--- src/rtl/move_input_ctrl.sv ---
// Player move-button conditioning: synchronise, debounce, press/auto-repeat FSM,
// and a small request queue that releases at most one move_pulse per frame.
module move_input_ctrl #(
  parameter int unsigned DEBOUNCE_CYCLES     = 250000,
  parameter int unsigned REPEAT_DELAY_FRAMES = 30,
  parameter int unsigned REPEAT_RATE_FRAMES  = 8,
  parameter int unsigned MAX_PENDING         = 3
) (
  input  logic       clk,
  input  logic       rst_n,
  input  logic       move_btn_raw,
  input  logic       frame_tick,
  input  logic       enable,
  output logic       move_pulse,
  output logic       btn_db,
  output logic [1:0] pending_cnt
);

  localparam int unsigned DB_W = (DEBOUNCE_CYCLES > 1) ? $clog2(DEBOUNCE_CYCLES) : 1;
  localparam logic [DB_W-1:0] DB_LAST   = DB_W'(DEBOUNCE_CYCLES - 1);
  localparam logic [7:0]      DELAY_F   = 8'(REPEAT_DELAY_FRAMES);
  localparam logic [7:0]      RATE_F    = 8'(REPEAT_RATE_FRAMES);
  localparam logic            REPEAT_ON = (REPEAT_DELAY_FRAMES != 0);
  localparam logic [1:0]      PEND_MAX  = 2'(MAX_PENDING);

  typedef enum logic [1:0] {
    ST_IDLE    = 2'd0,
    ST_DELAY   = 2'd1,
    ST_REPEAT  = 2'd2,
    ST_LOCKOUT = 2'd3
  } state_e;

  logic            sync_meta_q;
  logic            sync_q;
  logic [DB_W-1:0] db_cnt_q;
  logic [DB_W-1:0] db_cnt_d;
  logic            btn_db_q;
  logic            btn_db_d;
  logic            db_rise_s;
  state_e          state_q;
  logic [7:0]      frame_cnt_q;
  logic [7:0]      frame_inc_s;
  logic            req_q;
  logic [1:0]      pend_q;
  logic [1:0]      pend_d;
  logic            pulse_q;
  logic            pulse_d;
  logic            issue_s;

  // Two-flop synchroniser; only the second stage is ever observed.
  always_ff @(posedge clk or negedge rst_n) begin
    if (!rst_n) begin
      sync_meta_q <= 1'b0;
      sync_q      <= 1'b0;
    end else begin
      sync_meta_q <= move_btn_raw;
      sync_q      <= sync_meta_q;
    end
  end

  // Debounce: the level must disagree for DEBOUNCE_CYCLES consecutive cycles to flip.
  always_comb begin
    db_cnt_d  = db_cnt_q;
    btn_db_d  = btn_db_q;
    db_rise_s = 1'b0;
    if (sync_q == btn_db_q) begin
      db_cnt_d = '0;
    end else if (db_cnt_q == DB_LAST) begin
      db_cnt_d  = '0;
      btn_db_d  = sync_q;
      db_rise_s = sync_q;
    end else begin
      db_cnt_d = db_cnt_q + DB_W'(1);
    end
  end

  always_ff @(posedge clk or negedge rst_n) begin
    if (!rst_n) begin
      db_cnt_q <= '0;
      btn_db_q <= 1'b0;
    end else begin
      db_cnt_q <= db_cnt_d;
      btn_db_q <= btn_db_d;
    end
  end

  assign frame_inc_s = frame_cnt_q + 8'd1;

  // Press/auto-repeat FSM; req_q is a one-cycle registered request into the queue.
  always_ff @(posedge clk or negedge rst_n) begin
    if (!rst_n) begin
      state_q     <= ST_IDLE;
      frame_cnt_q <= 8'd0;
      req_q       <= 1'b0;
    end else begin
      req_q <= 1'b0;
      case (state_q)
        ST_IDLE: begin
          if (db_rise_s) begin
            if (enable) begin
              req_q       <= 1'b1;
              frame_cnt_q <= 8'd0;
              state_q     <= ST_DELAY;
            end else begin
              state_q <= ST_LOCKOUT;
            end
          end
        end
        ST_DELAY: begin
          if (!btn_db_q) begin
            state_q <= ST_IDLE;
          end else if (!enable) begin
            state_q <= ST_LOCKOUT;
          end else if (frame_tick && REPEAT_ON) begin
            if (frame_inc_s == DELAY_F) begin
              req_q       <= 1'b1;
              frame_cnt_q <= 8'd0;
              state_q     <= ST_REPEAT;
            end else begin
              frame_cnt_q <= frame_inc_s;
            end
          end
        end
        ST_REPEAT: begin
          if (!btn_db_q) begin
            state_q <= ST_IDLE;
          end else if (!enable) begin
            state_q <= ST_LOCKOUT;
          end else if (frame_tick) begin
            if (frame_inc_s == RATE_F) begin
              req_q       <= 1'b1;
              frame_cnt_q <= 8'd0;
            end else begin
              frame_cnt_q <= frame_inc_s;
            end
          end
        end
        ST_LOCKOUT: begin
          // A hold that survived a restart must be released before it can move again.
          if (!btn_db_q) begin
            state_q <= ST_IDLE;
          end
        end
        default: begin
          state_q     <= ST_IDLE;
          frame_cnt_q <= 8'd0;
        end
      endcase
    end
  end

  assign issue_s = frame_tick & enable & (pend_q != 2'd0);

  // Saturating request queue; a request and an issue in the same cycle cancel out.
  always_comb begin
    pend_d  = pend_q;
    pulse_d = 1'b0;
    if (!enable) begin
      pend_d  = 2'd0;
      pulse_d = 1'b0;
    end else begin
      pulse_d = issue_s;
      if (req_q && !issue_s) begin
        if (pend_q != PEND_MAX) begin
          pend_d = pend_q + 2'd1;
        end else begin
          pend_d = pend_q;
        end
      end else if (!req_q && issue_s) begin
        pend_d = pend_q - 2'd1;
      end else begin
        pend_d = pend_q;
      end
    end
  end

  always_ff @(posedge clk or negedge rst_n) begin
    if (!rst_n) begin
      pend_q  <= 2'd0;
      pulse_q <= 1'b0;
    end else begin
      pend_q  <= pend_d;
      pulse_q <= pulse_d;
    end
  end

  assign move_pulse  = pulse_q;
  assign btn_db      = btn_db_q;
  assign pending_cnt = pend_q;

endmodule

--- config.mk ---
export PLATFORM = sky130hd
export DESIGN_NAME = move_input_ctrl
export DESIGN_NICKNAME = d
export VERILOG_FILES = /design/src/rtl/move_input_ctrl.sv
export SDC_FILE = /design/constraint.sdc
export NUM_CORES = 1
export LEC_CHECK = 0
export ABC_AREA = 0
export CAP_MARGIN = 20
export CORE_UTILIZATION = 32
export DETAILED_ROUTE_END_ITERATION = 6
export SETUP_SLACK_MARGIN = 0.15
export SYNTH_ARGS = -nofsm -noshare
export SYNTH_HDL_FRONTEND = slang
export SYNTH_SLANG_ARGS = --single-unit
--- constraint.sdc ---
create_clock -name clk -period 3.8 [get_ports clk]
set_input_delay 0.57 -clock clk [delete_from_list [all_inputs] [get_ports clk]]
set_output_delay 0.57 -clock clk [all_outputs]
set_load 0.005 [all_outputs]
# After elaboration in Yosys (flattened, before gate mapping)

Cells that the tools add are included.
W data, S select, Z words.

Register bits after elaboration: 35
Bits of input ports: 5
Output and inout port bits: 4
Word-level logic and storage cells: 90

Add/subtract/negate cells: 4
Eq/ne operators: 22
Multiplexer cells: 41
Bitwise logic cells: 3
Reductions and logical operators: 11

Operators with widths:

| cell                    | number |
|---|---|
| $mux W8                 | 10 |
| $mux W18                | 2 |
| $mux W2                 | 13 |
| $pmux W8 S3             | 1 |
| $ne A2 B2 Y1 const B    | 10 |
| $add A18 B1 Y18 const B | 1 |
| $eq A18 B18 Y1 const B  | 1 |
| $mux W1                 | 13 |
| $reduce_and A9 Y1       | 1 |
| $add A8 B1 Y8 const B   | 1 |
| $eq A8 B4 Y1 const B    | 1 |
| $eq A8 B5 Y1 const B    | 1 |
| $ne A4 B4 Y1 const B    | 2 |
| $pmux W2 S4             | 1 |
| $reduce_and A5 Y1       | 1 |
| $eq A2 B2 Y1 const B    | 2 |
| $reduce_and A2 Y1       | 2 |
| $ne A3 B1 Y1 const B    | 1 |
| $ne A3 B2 Y1 const B    | 1 |
| $ne A3 B3 Y1 const B    | 1 |
| $pmux W1 S3             | 1 |
| $reduce_bool A3 Y1      | 1 |
| $add A2 B1 Y2 const B   | 1 |
| $and A1 B1 Y1           | 2 |
| other kinds (8)         | 10 |

# Depth between registers and ports, before layout

Depth after elaboration: 7
Depth in mapped cells: 9
Depth with buffers taken out: 8

# Least setup slack after synthesis

Ideal clock, no wire load.

Path kind: reg2reg
Start point: register db_cnt_q[9]
End point: register frame_cnt_q[6]
Setup time: 0.066 ns
Arrival: 2.185 ns
Data required time: 3.734 ns
Path slack: 1.549 ns
Stages on the path, launching flop included: 6
Buffers on the path: 0
Clock period less this slack: 2.251 ns
Path through: dfrtp_1 or4_4 or4_4 a21o_1 or4_1 nand2_1

Cells in the longest elaborated chain, start to end: 5

RTL lines:

| what                               | line | source |
|---|---|---|
| start, declared                    | 35   | `logic [DB_W-1:0] db_cnt_q;` |
| start signal, assigned             | 82   | `db_cnt_q <= db_cnt_d;` |
| $eq A18 B18 Y1                     | 68   | `end else if (db_cnt_q == DB_LAST) begin` |
| $mux W1                            | 68   |  |
| $mux W1                            | 66   | `if (sync_q == btn_db_q) begin` |
| $ne A2 B2 Y1 (no source line)      | n/a  |  |
| $reduce_and A9 Y1 (no source line) | n/a  |  |
| end signal, assigned               | 120  | `frame_cnt_q <= frame_inc_s;` |
| end signal, assigned               | 134  | `frame_cnt_q <= frame_inc_s;` |
| end, declared                      | 41   | `logic [7:0] frame_cnt_q;` |

No other way between the ends.
A chain may end at the register's enable or synchronous reset.

# Worst setup path after layout

Same ends and word-level chain as after synthesis.

==> flow_summary.json <==
{
  "num_io_pins": 9,
  "switching_share_pct": 20.6,
  "comb_power_share_pct": 3.0,
  "max_freq_mhz": 408,
  "synth_sequential_area_ratio_pct": 45.8,
  "insertion_delay_ns": 0.29,
  "buffers_added_on_ports": 8,
  "post_cts_buffers": 0,
  "crit_type": "flip-flop to flip-flop",
  "number_of_unique_standard_cell_types_used_by_synthesis": 35,
  "avgViaCountPerCell": 4.98,
  "cp-end-kind": "flip-flop",
  "tritoncts.num_buffers": 5,
  "area.growth.synth_to_final_pct": 13.6,
  "groute.usage.overall_pct": 12.6,
  "gp_congestion": 0.747,
  "final-seq-area_um2": 876,
  "power_frac_seq_pct": 50.6,
  "cp_data_arrival_time_ns": 2.68,
  "final_period_minus_worst_setup_slack_ns": 2.45,
  "die_height_um": 79.3,
  "num-fill-cells": 560,
  "netlist_instances": 208,
  "grt.overflow.total": 0,
  "dp.final_hpwl_mm": 2.47,
  "wire_per_inst_um": 12.1,
  "first_iter_violations": 38,
  "overall_via_count_from_detail_route": 1444,
  "floorplan.initialDensity_pct": 33.9,
  "path_clk_slew_ns": 0.07,
  "worst_ep_required_time_ns": 4.03,
  "setup_repair_after_global_routing_missed_its_margin": "false",
  "std_cell_rows": 27,
  "drc": 0,
  "floorplan.die.width_um": 79.3,
  "post_cts_hold_buffer_count": 0,
  "timing.max_cap.violations": 0,
  "met2WireLength_mm": 1.46,
  "final_antenna_net_count": 0,
  "hp-class": "flip-flop to flip-flop",
  "grt_antenna_before_repair": 0,
  "startpoint": "db_cnt_q[9]",
  "power_switching_uw": 154,
  "cts.root.buffer_cell": "sky130_fd_sc_hd__clkbuf_8",
  "wirelength_met1_mm": 1.88,
  "multiInputGateArea_um2": 972,
  "clkPwrFrac_pct": 46.4,
  "diodes": 0,
  "final_common_cell": "sky130_fd_sc_hd__dfrtp_1",
  "total_power_uw": 749,
  "final-max-slew-violation-count": 0,
  "tns_ns": 0,
  "grt_first_pass_wirelength_mm": 6.11,
  "max_slew_headroom_pct": 47.5,
  "post_cts_resized": 0,
  "grt_max_degree": 36,
  "drt_pass1_iterations": 4,
  "clock_tree.buffer_depth": 2,
  "worst_path_max_fanout": 11,
  "htree_num_levels": 2,
  "internal_power_uw": 595,
  "synth_fp_nets": 221,
  "tritoncts": "yes",
  "final-hold-violation-count": 0,
  "final_layout_size_suffix_gt1_share_pct": 6.88,
  "static_leakage_power_uw": 0.000974,
  "yosysWarningCount": 0,
  "setup-violations-final": 0,
  "reg2reg_from": "db_cnt_q[9]",
  "cts_sinks": 35,
  "layout_worst_path_cycle_share_pct": 64.5,
  "cellPowerDensity_mw_per_mm2": 345,
  "startpoint_type": "flip-flop",
  "worst_ir_drop_vdd_uv": 129,
  "syn-cell-area_mm2": 0.00191,
  "die_area_mm2": 0.00629,
  "number_of_global_route_vias_before_repair": 1324,
  "timing.clock.skew_ns": 0.00621,
  "startpoint_of_the_lowest_slack_hold_path": "sync_meta_q",
  "post_synth.cell_area_avg_um2": 9.19,
  "ys_ff_latch": 35,
  "worst_pin_slew_ns": 0.788,
  "run_status": "finished, final reports clean",
  "design.final.nets": 230,
  "dr.max_layer_used": "met4",
  "fp.coreArea_mm2": 0.00564,
  "wl_mm": 3.52,
  "most-common-layout-cells": "sky130_fd_sc_hd__dfrtp_1, sky130_fd_sc_hd__nor2_1, sky130_fd_sc_hd__nand2_1",
  "routed-wl-met3_um": 91
}
==> final timing paths <==
| kind | depth (start not counted) | slack (ns) | endpoint |
|---|---|---|---|
| worst max-delay path | 5 | 1.35 | frame_cnt_q[6] |
| worst min-delay path | 0 | 0.35 | sync_q |
| worst max register to register | 5 | 1.35 | frame_cnt_q[6] |
| worst min register to register | 0 | 0.35 | sync_q |
| max in group asynchronous | 1 | 2.94 | db_cnt_q[4] |
| min in group asynchronous | 1 | 0.36 | frame_cnt_q[5] |
==> Yosys cell counts, drive strengths merged <==
cell | instances | area [um2]
dfrtp | 35 | 876
nand3 | 12 | 60.1
a21boi | 2 | 15.0
or3 | 1 | 6.26
a31oi | 1 | 6.26
inv | 11 | 41.3
or4 | 3 | 30.0
nor4b | 2 | 17.5
nand2 | 15 | 56.3
o31ai | 3 | 22.5
clkbuf | 6 | 22.5
a31o | 1 | 8.76
and4 | 1 | 8.76
o22ai | 4 | 25.0
ha | 8 | 100
nor4bb | 1 | 10.0
nor4 | 1 | 6.26
nand3b | 1 | 7.51
nor3 | 3 | 15.0
nor2b | 1 | 6.26
nand2b | 5 | 31.3
a21oi | 8 | 40.0
xor2 | 9 | 78.8
o21ai | 13 | 65.1
nor2 | 30 | 113
mux2 | 2 | 22.5
nand4 | 7 | 43.8
and3 | 5 | 31.3
and2 | 1 | 6.26
a21o | 3 | 22.5
nor3b | 1 | 7.51
mux2i | 3 | 30.0
xnor2 | 9 | 78.8
==> worst max-delay path: stages (launching register included) <==
cell and delay [ns]:
sky130_fd_sc_hd__dfrtp_1 0.42, sky130_fd_sc_hd__or4_4 0.55, sky130_fd_sc_hd__or4_4 0.53, sky130_fd_sc_hd__a21o_1 0.30, sky130_fd_sc_hd__or4_1 0.52, sky130_fd_sc_hd__nand2_1 0.07
==> cell type report <==
type,instances,area share (%)
well taps,72,4.15
clock buffers,6,3.80
flip-flops and latches,35,40.3
multi-input cells,156,44.8
clock inverters,2,1.61
repair buffers,8,3.46
inverters,11,1.90
==> layer usage <==
layer,GRT usage [%],up-vias
met2,17.8,14
met5,0,-
li1,-,741
met4,6.55,0
met3,2.87,5
met1,17.8,684
==> sequential cells by signal, indices dropped and copies added, names as in the netlist <==
signal	count
db_cnt_q	18
pending_cnt	2
sync_meta_q	1
state_q	2
move_pulse	1
btn_db	1
req_q	1
frame_cnt_q	8
sync_q	1
==> per-stage QoR <==
stage	util, %	cell area [um2]	cells	setup WS [ns]	hold slack, ns
4_1_cts	38.5	2170	290	1.34	0.356
3_3_place_gp	36.4	2050	282	1.38	0.337
2_1_floorplan	-	1910	208	1.55	0.274
5_1_grt	38.5	2170	290	1.25	0.371
6_report	38.5	2170	290	1.35	0.354
3_5_place_dp	36.4	2050	282	1.34	0.341
==> logic make-up (layout without fill, tap and decap cells) <==
| family | Yosys count | count (layout) | share of synthesized area [%] |
|---|---|---|---|
| buffers and inverters | 17 | 27 | 3.34 |
| AND/OR/NAND/NOR | 90 | 90 | 23.9 |
| AO/OA/AOI/OAI | 35 | 35 | 10.7 |
| flip-flops | 35 | 35 | 45.8 |
| multiplexers | 5 | 5 | 2.75 |
| XOR/XNOR | 18 | 18 | 8.25 |
| adder cells (fa/ha/maj) | 8 | 8 | 5.24 |
==> power by group through the flow <==
stage	clock network (uW)	registers, uW	logic [uW]
after floorplan	0	385	9.17
after CTS	358	379	23.7
after detailed placement	0	386	23.7
after global routing	377	379	27.0
after global placement	0	386	23.5
final	347	379	22.6
Note: power is estimated with default switching activity, not from simulation.
